===== src/rtl/bp_gshare_pkg.sv =====
// Shared types and constants for the gshare branch predictor.
// Holds the EX-side predictor packet, 2-bit counter encodings and BTB entry.
`ifndef XLEN
`define XLEN 32
`endif

package bp_gshare_pkg;

  localparam int XLEN         = `XLEN;
  localparam int BP_GHR_W     = 8;
  localparam int BP_BTB_TAG_W = 10;

  localparam logic [1:0] SNT = 2'b00;
  localparam logic [1:0] WNT = 2'b01;
  localparam logic [1:0] WT  = 2'b10;
  localparam logic [1:0] ST  = 2'b11;

  typedef struct packed {
    logic [BP_GHR_W-1:0] ex_ghr;
    logic                ex_mispredict;
  } ex_bp_packet_t;

  typedef struct packed {
    logic                    valid;
    logic [BP_BTB_TAG_W-1:0] tag;
    logic [XLEN-1:0]         target;
  } btb_entry_t;

  function automatic logic [1:0] ctr_next(
    input logic [1:0] c,
    input logic       up
  );
    logic [1:0] n;
    n = c;
    if (up && c != ST)
      n = c + 2'd1;
    else if (!up && c != SNT)
      n = c - 2'd1;
    return n;
  endfunction

endpackage


===== src/rtl/bp_ras.sv =====
// Circular return-address stack; overflow overwrites the oldest entry.
// Ports: clock/reset, push/pop strobes, push_pc in, top_pc/valid out.
module bp_ras
  import bp_gshare_pkg::*;
#(
  parameter int DEPTH = 8
) (
  input  logic            clock,
  input  logic            reset,
  input  logic            push,
  input  logic            pop,
  input  logic [XLEN-1:0] push_pc,
  output logic [XLEN-1:0] top_pc,
  output logic            valid
);

  localparam int PW = $clog2(DEPTH);

  logic [XLEN-1:0] stack [DEPTH];
  logic [PW-1:0]   tos;
  logic [PW:0]     cnt;
  logic            do_pop;

  assign do_pop = pop && (cnt != '0);
  assign valid  = cnt != '0;
  assign top_pc = stack[tos];

  always_ff @(posedge clock or posedge reset) begin
    if (reset) begin
      tos <= '0;
      cnt <= '0;
    end else if (do_pop && push) begin
      // pop then push: top is replaced in place
      tos <= tos;
    end else if (do_pop) begin
      tos <= tos - 1'b1;
      cnt <= cnt - 1'b1;
    end else if (push) begin
      tos <= tos + 1'b1;
      if (cnt != (PW+1)'(DEPTH))
        cnt <= cnt + 1'b1;
    end
  end

  always_ff @(posedge clock) begin
    if (push)
      stack[do_pop ? tos : tos + 1'b1] <= push_pc;
  end

endmodule


===== src/rtl/bp_gshare.sv =====
// Gshare predictor: GHR-xor-PC indexed PHT, tagged BTB, optional RAS (BP_RAS_EN).
// Ports: if_* fetch query -> bp_* prediction; ex_* resolution trains and repairs.
module bp_gshare
  import bp_gshare_pkg::*;
#(
  parameter int PHT_IDX_W = 8,
  parameter int GHR_W     = BP_GHR_W,
  parameter int BTB_IDX_W = 5,
  parameter int BTB_TAG_W = BP_BTB_TAG_W,
  parameter int RAS_DEPTH = 8
) (
  input  logic             clock,
  input  logic             reset,
  input  logic             if_valid,
  input  logic [XLEN-1:0]  if_pc,
  input  logic             if_cond_br,
  input  logic             if_jump,
  input  logic             if_call,
  input  logic             if_ret,
  output logic [XLEN-1:0]  bp_pc,
  output logic [XLEN-1:0]  bp_npc,
  output logic             bp_taken,
  output logic [GHR_W-1:0] bp_ghr,
  input  logic             ex_valid,
  input  logic             ex_cond,
  input  logic [XLEN-1:0]  ex_pc,
  input  logic             ex_taken,
  input  logic [XLEN-1:0]  ex_tg_pc,
  input  logic [GHR_W-1:0] ex_ghr,
  input  logic             ex_mispredict
);

  localparam int PHT_N = 1 << PHT_IDX_W;
  localparam int BTB_N = 1 << BTB_IDX_W;
  localparam int TAG_LO = BTB_IDX_W + 2;
  localparam int TAG_HI = BTB_IDX_W + BTB_TAG_W + 1;

  typedef struct packed {
    logic                 valid;
    logic [BTB_TAG_W-1:0] tag;
    logic [XLEN-1:0]      target;
  } btb_ent_t;

  logic [1:0]       pht [PHT_N];
  btb_ent_t         btb [BTB_N];
  logic [GHR_W-1:0] ghr;

  logic [XLEN-1:0]      pc_seq;
  logic [PHT_IDX_W-1:0] rd_idx;
  logic [PHT_IDX_W-1:0] wr_idx;
  logic                 pred_dir;
  btb_ent_t             btb_rd;
  logic                 btb_hit;
  logic                 use_ras;
  logic                 is_jump;
  logic [XLEN-1:0]      ras_top;
  logic [XLEN-1:0]      tgt;
  logic                 tkn;
  logic                 unused_ok;

  assign pc_seq   = if_pc + XLEN'(4);
  assign rd_idx   = if_pc[PHT_IDX_W+1:2] ^ PHT_IDX_W'(ghr);
  assign wr_idx   = ex_pc[PHT_IDX_W+1:2] ^ PHT_IDX_W'(ex_ghr);
  assign pred_dir = pht[rd_idx][1];
  assign btb_rd   = btb[if_pc[BTB_IDX_W+1:2]];
  assign btb_hit  = btb_rd.valid &&
                    (btb_rd.tag == if_pc[TAG_HI:TAG_LO]);

`ifdef BP_RAS_EN
  logic ras_valid;

  bp_ras #(
    .DEPTH(RAS_DEPTH)
  ) u_ras (
    .clock  (clock),
    .reset  (reset),
    .push   (if_valid && if_call),
    .pop    (if_valid && if_ret),
    .push_pc(pc_seq),
    .top_pc (ras_top),
    .valid  (ras_valid)
  );

  assign use_ras   = if_ret && ras_valid;
  assign is_jump   = if_jump;
  assign unused_ok = ^{1'b0, ex_pc};
`else
  assign use_ras   = 1'b0;
  assign ras_top   = '0;
  // without a RAS a return is just an indirect jump looked up in the BTB
  assign is_jump   = if_jump || if_ret;
  assign unused_ok = ^{1'b0, ex_pc, if_call};
`endif

  always_comb begin
    tgt = pc_seq;
    tkn = 1'b0;
    if (!reset && if_valid) begin
      if (use_ras) begin
        tgt = ras_top;
        tkn = 1'b1;
      end else if (btb_hit && (is_jump || (if_cond_br && pred_dir))) begin
        tgt = btb_rd.target;
        tkn = 1'b1;
      end
    end
  end

  assign bp_pc    = tgt;
  assign bp_npc   = tgt + XLEN'(4);
  assign bp_taken = tkn;
  assign bp_ghr   = reset ? '0 : ghr;

  always_ff @(posedge clock or posedge reset) begin
    if (reset) begin
      for (int i = 0; i < PHT_N; i++)
        pht[i] <= WNT;
    end else if (ex_valid && ex_cond) begin
      pht[wr_idx] <= ctr_next(pht[wr_idx], ex_taken);
    end
  end

  always_ff @(posedge clock or posedge reset) begin
    if (reset) begin
      for (int i = 0; i < BTB_N; i++)
        btb[i] <= '0;
    end else if (ex_valid && (ex_taken || !ex_cond)) begin
      btb[ex_pc[BTB_IDX_W+1:2]] <= '{valid:  1'b1,
                                     tag:    ex_pc[TAG_HI:TAG_LO],
                                     target: ex_tg_pc};
    end
  end

  // a repair wins over the speculative shift of the same cycle
  always_ff @(posedge clock or posedge reset) begin
    if (reset)
      ghr <= '0;
    else if (ex_mispredict)
      ghr <= ex_cond ? {ex_ghr[GHR_W-2:0], ex_taken} : ex_ghr;
    else if (if_valid && if_cond_br)
      ghr <= {ghr[GHR_W-2:0], pred_dir};
  end

endmodule


===== config.mk =====
export PLATFORM = sky130hd
export DESIGN_NAME = bp_gshare
export DESIGN_NICKNAME = d
export VERILOG_FILES = /design/src/rtl/bp_gshare_pkg.sv /design/src/rtl/bp_ras.sv /design/src/rtl/bp_gshare.sv
export SDC_FILE = /design/constraint.sdc
export NUM_CORES = 2
export LEC_CHECK = 0
export ABC_CLOCK_PERIOD_IN_PS = 169600
export BUFFER_PORTS_ARGS = -buffer_cell sky130_fd_sc_hd__buf_2
export CAP_MARGIN = 10
export CELL_PAD_IN_SITES_DETAIL_PLACEMENT = 2
export CELL_PAD_IN_SITES_GLOBAL_PLACEMENT = 2
export CORE_MARGIN = 1
export CORE_UTILIZATION = 43
export DETAILED_ROUTE_END_ITERATION = 7
export GPL_ROUTABILITY_DRIVEN = 0
export PLACE_DENSITY = 0.84
export SLEW_MARGIN = 20
export SYNTH_ARGS = -nofsm -noshare
export SYNTH_HDL_FRONTEND = slang
export SYNTH_SLANG_ARGS = --single-unit

===== constraint.sdc =====
create_clock -name clock -period 169.6 [get_ports clock]
set_input_delay 42.4 -clock clock [delete_from_list [all_inputs] [get_ports clock]]
set_output_delay 42.4 -clock clock [all_outputs]
set_load 0.02 [all_outputs]

Word level (Yosys, flattened, before mapping):

Cells that the tools add are included.
Widths: inputs -> output; s select.

* memories kept: 0
* register bits: 1896
* latch bits: 0
* input port bits: 115
* ROM bits: 0
* word-level logic and storage cells: 416
* RAM bits: 0
* output and inout port bits: 73

* divide/modulo/power cells: 0
* reductions and logical operators: 19
* $add $sub $neg: 4
* order comparisons: 6
* $mul: 0
* eq/ne operators: 2
* bitwise logic cells: 6
* shifts and indexed selects: 0
* muxes and demuxes: 26

Operators by type and width (number)
* $bwmux 1376: 1
* $bwmux 512: 1
* $bmux 43 s5: 1
* $demux 43 s5: 1
* $mux 43: 3
* $add 32x3->32 const B: 2
* $mux 32: 2
* $bmux 2 s8: 2
* $mux 8: 4
* $ge 9x9->1 const B: 2
* $not 8->9: 2
* $demux 2 s8: 1
* $mux 2: 8
* $xor 8x8->8: 2
* $ge 6x6->1 const B: 2
* $not 5->6: 2
* $logic_and 1x1->1: 11
* $eq 10x10->1: 1
* $lt 9x1->1 const B: 1
* $lt 6x1->1 const B: 1
* $reduce_bool 2->1: 2
* $logic_not 1->1: 3
* $logic_or 1x1->1: 3
* $add 2x1->2 const B: 1
* 3 further kinds: 4

Depth between registers and ports, before layout:

* word-level depth: 11
* mapped depth: 22
* mapped depth without buffers: 14

Worst setup path after synthesis:

OpenSTA, ideal clock, no wires.

* path type: in2out
* from: input reset
* to: output bp_pc[0]
* data arrival time: 88.711 ns
* path slack: 38.489 ns
* buffers on the path: 4
* cell stages on the path: 13
* data required time: 127.200 ns
* path through: inv_1 o311ai_0 nor2_1 nand4_1 or3_4 or2_0 buf_6 inv_4 buf_6 buf_4 nor2_1 a21oi_1 buf_4

* longest elaborated chain between the ends: 3

RTL lines
* start: declaration: line bp_gshare.sv:13 `input logic reset,`
* $logic_not 1->1 (no source line)
* $logic_and 1x1->1: line bp_gshare.sv:98 `if (!reset && if_valid) begin`
* $mux 32: line bp_gshare.sv:98
* end: declaration: line bp_gshare.sv:20 `output logic [XLEN-1:0] bp_pc,`

Every way passes these cells.

Worst setup path in the final report:

* from: input if_pc[2]
* to: output bp_npc[29]

* longest elaborated chain between the ends: 11
* elaborated cells on any way between the ends: 18
* those cells by class: add/sub: 2; eq/ne: 1; mux: 8; bitwise: 3; reduce/logical: 4

RTL lines
* start: declaration: line bp_gshare.sv:15 `input logic [XLEN-1:0] if_pc,`
* $xor 8x8->8: line bp_gshare.sv:62 `assign rd_idx = if_pc[PHT_IDX_W+1:2] ^ PHT_IDX_W'(ghr);`
* $not 8->9 (not written as such): line bp_gshare.sv:64 `assign pred_dir = pht[rd_idx][1];`
* $bmux 2 s8: line bp_gshare.sv:64
* $mux 2 (not written as such) (2 in a row): line bp_gshare.sv:64
* $logic_and 1x1->1: line bp_gshare.sv:102 `end else if (btb_hit && (is_jump || (if_cond_br && pred_dir))) begin`
* $logic_or 1x1->1: line bp_gshare.sv:102
* $logic_and 1x1->1: line bp_gshare.sv:102
* $mux 32: line bp_gshare.sv:102
* $mux 32 *: line bp_gshare.sv:98
* $add 32x3->32 *: line bp_gshare.sv:110 `assign bp_npc = tgt + XLEN'(4);`
* end: declaration: line bp_gshare.sv:21 `output logic [XLEN-1:0] bp_npc,`

Every way passes the cells marked *; elsewhere a longest branch is shown, timed or not. The select of a mux whose other input is x is not followed.

==> qor.txt <==
Crit Path Category -> input pin to primary output
share of cells above drive strength 1 -> 41.9%
PortBufs -> 169
cts hold-fix bufs -> 0
I/O pin cnt -> 188
vias in the first global route -> 76,316
Post-CTS Setup Inserts -> 0
Wirelength per Cell -> 46.4 um
post-synth net total -> 6,942
warnings from Yosys -> 0
Global Route Usage Sum -> 38.5%
Crit path required time -> 127.20 ns
Max-Cap Viols -> 3
clock skew -> 0.0904 ns
Routed Antenna Nets -> 0
cell count after synthesis -> 6,824
final-stage net count -> 6,910
routed via count -> 71,275
Critical Path Fanout Max -> 41
failing checks -> capacitance limit, slew limit
placed insts -> 9,388
post-route non-filler standard cell count -> 9,812
cell area after layout -> 0.101 mm^2
initial DRC count -> 9,678
HPWL after DPL -> 210,000 um
Tcrit/Tclk final -> 54.8%
post-synthesis sequential area ratio -> 52.6%
final setup vio count -> 0
final worst slack -> 76.70 ns
R2R Setup Slk -> 162.61 ns
clock tree buffer depth -> 3
worst skew pair latency -> 0.97 ns
Post-Place Setup Slack -> 77.50 ns
CTS tree -> yes
status -> complete, but fails checks
H-tree levels -> 4
die area -> 0.213 mm^2
Total Routed Length -> 455,000 um
RSZ-0062 raised after global routing -> no
crit path capture type -> primary output
GRT overflow -> 0
first-pass GRT wire length -> 587,000 um
DP Area -> 0.0941 mm^2
max_slew headroom -> -34.1%
CP most frequent cell -> buf_4
pwr dens -> 13.2 mW/mm^2
Fillers -> 19,380
Post-Syn Area per Cell -> 13.3 um^2
chip width -> 461 um
synthesized cell area -> 0.0908 mm^2
CTS Root Cell -> clkbuf_16
post-synthesis cell type count -> 91
CP arrival -> 50.50 ns
commonest cells after routing, fill and taps aside -> dfrtp_1, mux2_2, nand2_1, o21ai_0, mux4_2
Main synth FF type -> dfrtp_1
number of core rows -> 168
core area -> 0.210 mm^2
Cell Chain, Critical Path -> buf_8, buf_4, buf_4, buf_4, ha_1, nand3_1, or3_1, a2111oi_4, nand4b_1, nor4_4, nand4_1, or4_1, nor2_2, xnor2_1, mux2i_1, buf_2
min cycle time layout -> 92.90 ns
delay of the slowest critical-path stage -> 0.88 ns
Synth Register Bits -> 1,896
initial antenna violation count -> 67
DR DRC count -> 0
peak supply drop -> 13.1 uV
CTS Buf Count -> 202
final hold slack -> 0.480 ns
final hold vios -> 0
Hold WC Path Type -> flop to flop
Resized cells post-CTS -> 0
DRT Pass-1 Iters -> 6
post-route setup TNS -> 0 ns
Worst-Margin Slew -> 2.00 ns
critical path launch point type -> input pin
ys async rst share -> 100%
vias per cell -> 7.26
Die Y -> 461 um
top post-synthesis cells by area -> dfrtp_1, mux2_2, mux4_2
clk slew on worst S/H paths -> 0.06 ns
Max stage delay cell, worst path -> buf_4
largest area contributor in the netlist -> dfrtp_1
commonest non-fill, non-tap cell in the layout -> dfrtp_1
Synth top area share -> 45.2%
Initial Utilization -> 43.3%
Sink Count -> 1,896
area growth from synthesis to layout -> 11.7%
final count of pins violating max slew -> 7
pin count of the biggest net entering global routing -> 171
number of flops mapped to enable cells by yosys -> 0
Leakage -> 43.0 nW
Max Clock Freq -> 10.8 MHz
-- power breakdown --
part           leakage (nW)  internal, mW  total, mW  switching [mW]
combinational          15.4        0.0995      0.253           0.154
clock                  3.40         0.267      0.496           0.229
sequential             24.2         0.523      0.587          0.0645
total                  43.0         0.889       1.34           0.447
-- kinds of logic after synthesis --
logic type | Yosys count | share of synthesized area (%)
AND/OR/NAND/NOR | 1416 | 6.75
flip-flops | 1896 | 52.6
multiplexers | 1992 | 31.2
AO/OA/AOI/OAI | 828 | 5.24
adder cells (fa/ha/maj) | 3 | 0.0414
buffers and inverters | 583 | 3.08
XOR/XNOR | 106 | 1.07
-- metal layers --
metal  wire length [um]  vias to the layer above  track usage [%]
met3              53500                     2916             10.7
met5                319                        -                0
met1             149000                    37064             44.5
met2             206000                     6452             60.3
met4              46500                       42             30.1
li1                   -                    24801                -
-- final timing paths --
| kind | from | endpoint | cells past startpoint |
|---|---|---|---|
| worst min-delay path | pht[24] | pht[24] | 2 |
| worst min register to register | pht[24] | pht[24] | 2 |
| worst max-delay path | if_pc[2] | bp_npc[29] | 16 |
| max in group asynchronous | reset | btb[219] | 8 |
| min in group asynchronous | reset | ghr[1] | 2 |
| worst max register to register | pht[437] | pht[333] | 11 |
-- flip-flops by register name, summed over array words and instances, names as in the netlist --
name	count
btb	1376
ghr	8
pht	512
-- metrics by stage --
step / utilization [%] / power (mW)
3_3_place_gp: 44.9 / 0.758
3_5_place_dp: 44.9 / 0.791
6_report: 48.4 / 1.34
2_1_floorplan: - / 0.711
4_1_cts: 48.2 / 1.29
5_1_grt: 48.3 / 1.35
-- critical path: cells and delay by family --
family          cells  cell delay [ns]
simple gates        7             3.35
buf+inv             5             2.92
compound gates      1             0.66
fa+ha+maj           1             0.47
mux                 1             0.47
xor+xnor            1             0.09
-- layout make-up --
| class | instances | area (um^2) | area share, % |
|---|---|---|---|
| Antenna cell | 44 | 110 | 0.109 |
| Timing Repair Buffer | 324 | 2200 | 2.17 |
| Sequential cell | 1896 | 47800 | 47.1 |
| Inverter | 23 | 97.6 | 0.0963 |
| Tap cell | 2805 | 3510 | 3.46 |
| Clock buffer | 314 | 6050 | 5.96 |
| Multi-Input combinational cell | 4345 | 40800 | 40.2 |
| Clock inverter | 61 | 897 | 0.885 |
-- cell usage after synthesis (13+ instances only) --
master and n:
nor2b_1 18, o21ai_0 547, buf_4 44, a21oi_1 53, inv_1 21, buf_2 49
a32oi_1 15, a22oi_1 67, xor2_1 45, mux4_2 523, mux2_2 1359, mux2i_1 103
xnor2_1 57, buf_6 21, a31oi_1 13, nor3_1 29, clkbuf_1 423, nand3_1 79
dfrtp_1 1640, dfstp_2 256, nor2_1 156, nand2_1 964, and3_1 18, nand4_1 24
or2_2 29, nand2b_1 17, o22ai_1 54
No activity file was read; power rests on OpenSTA's default activity.
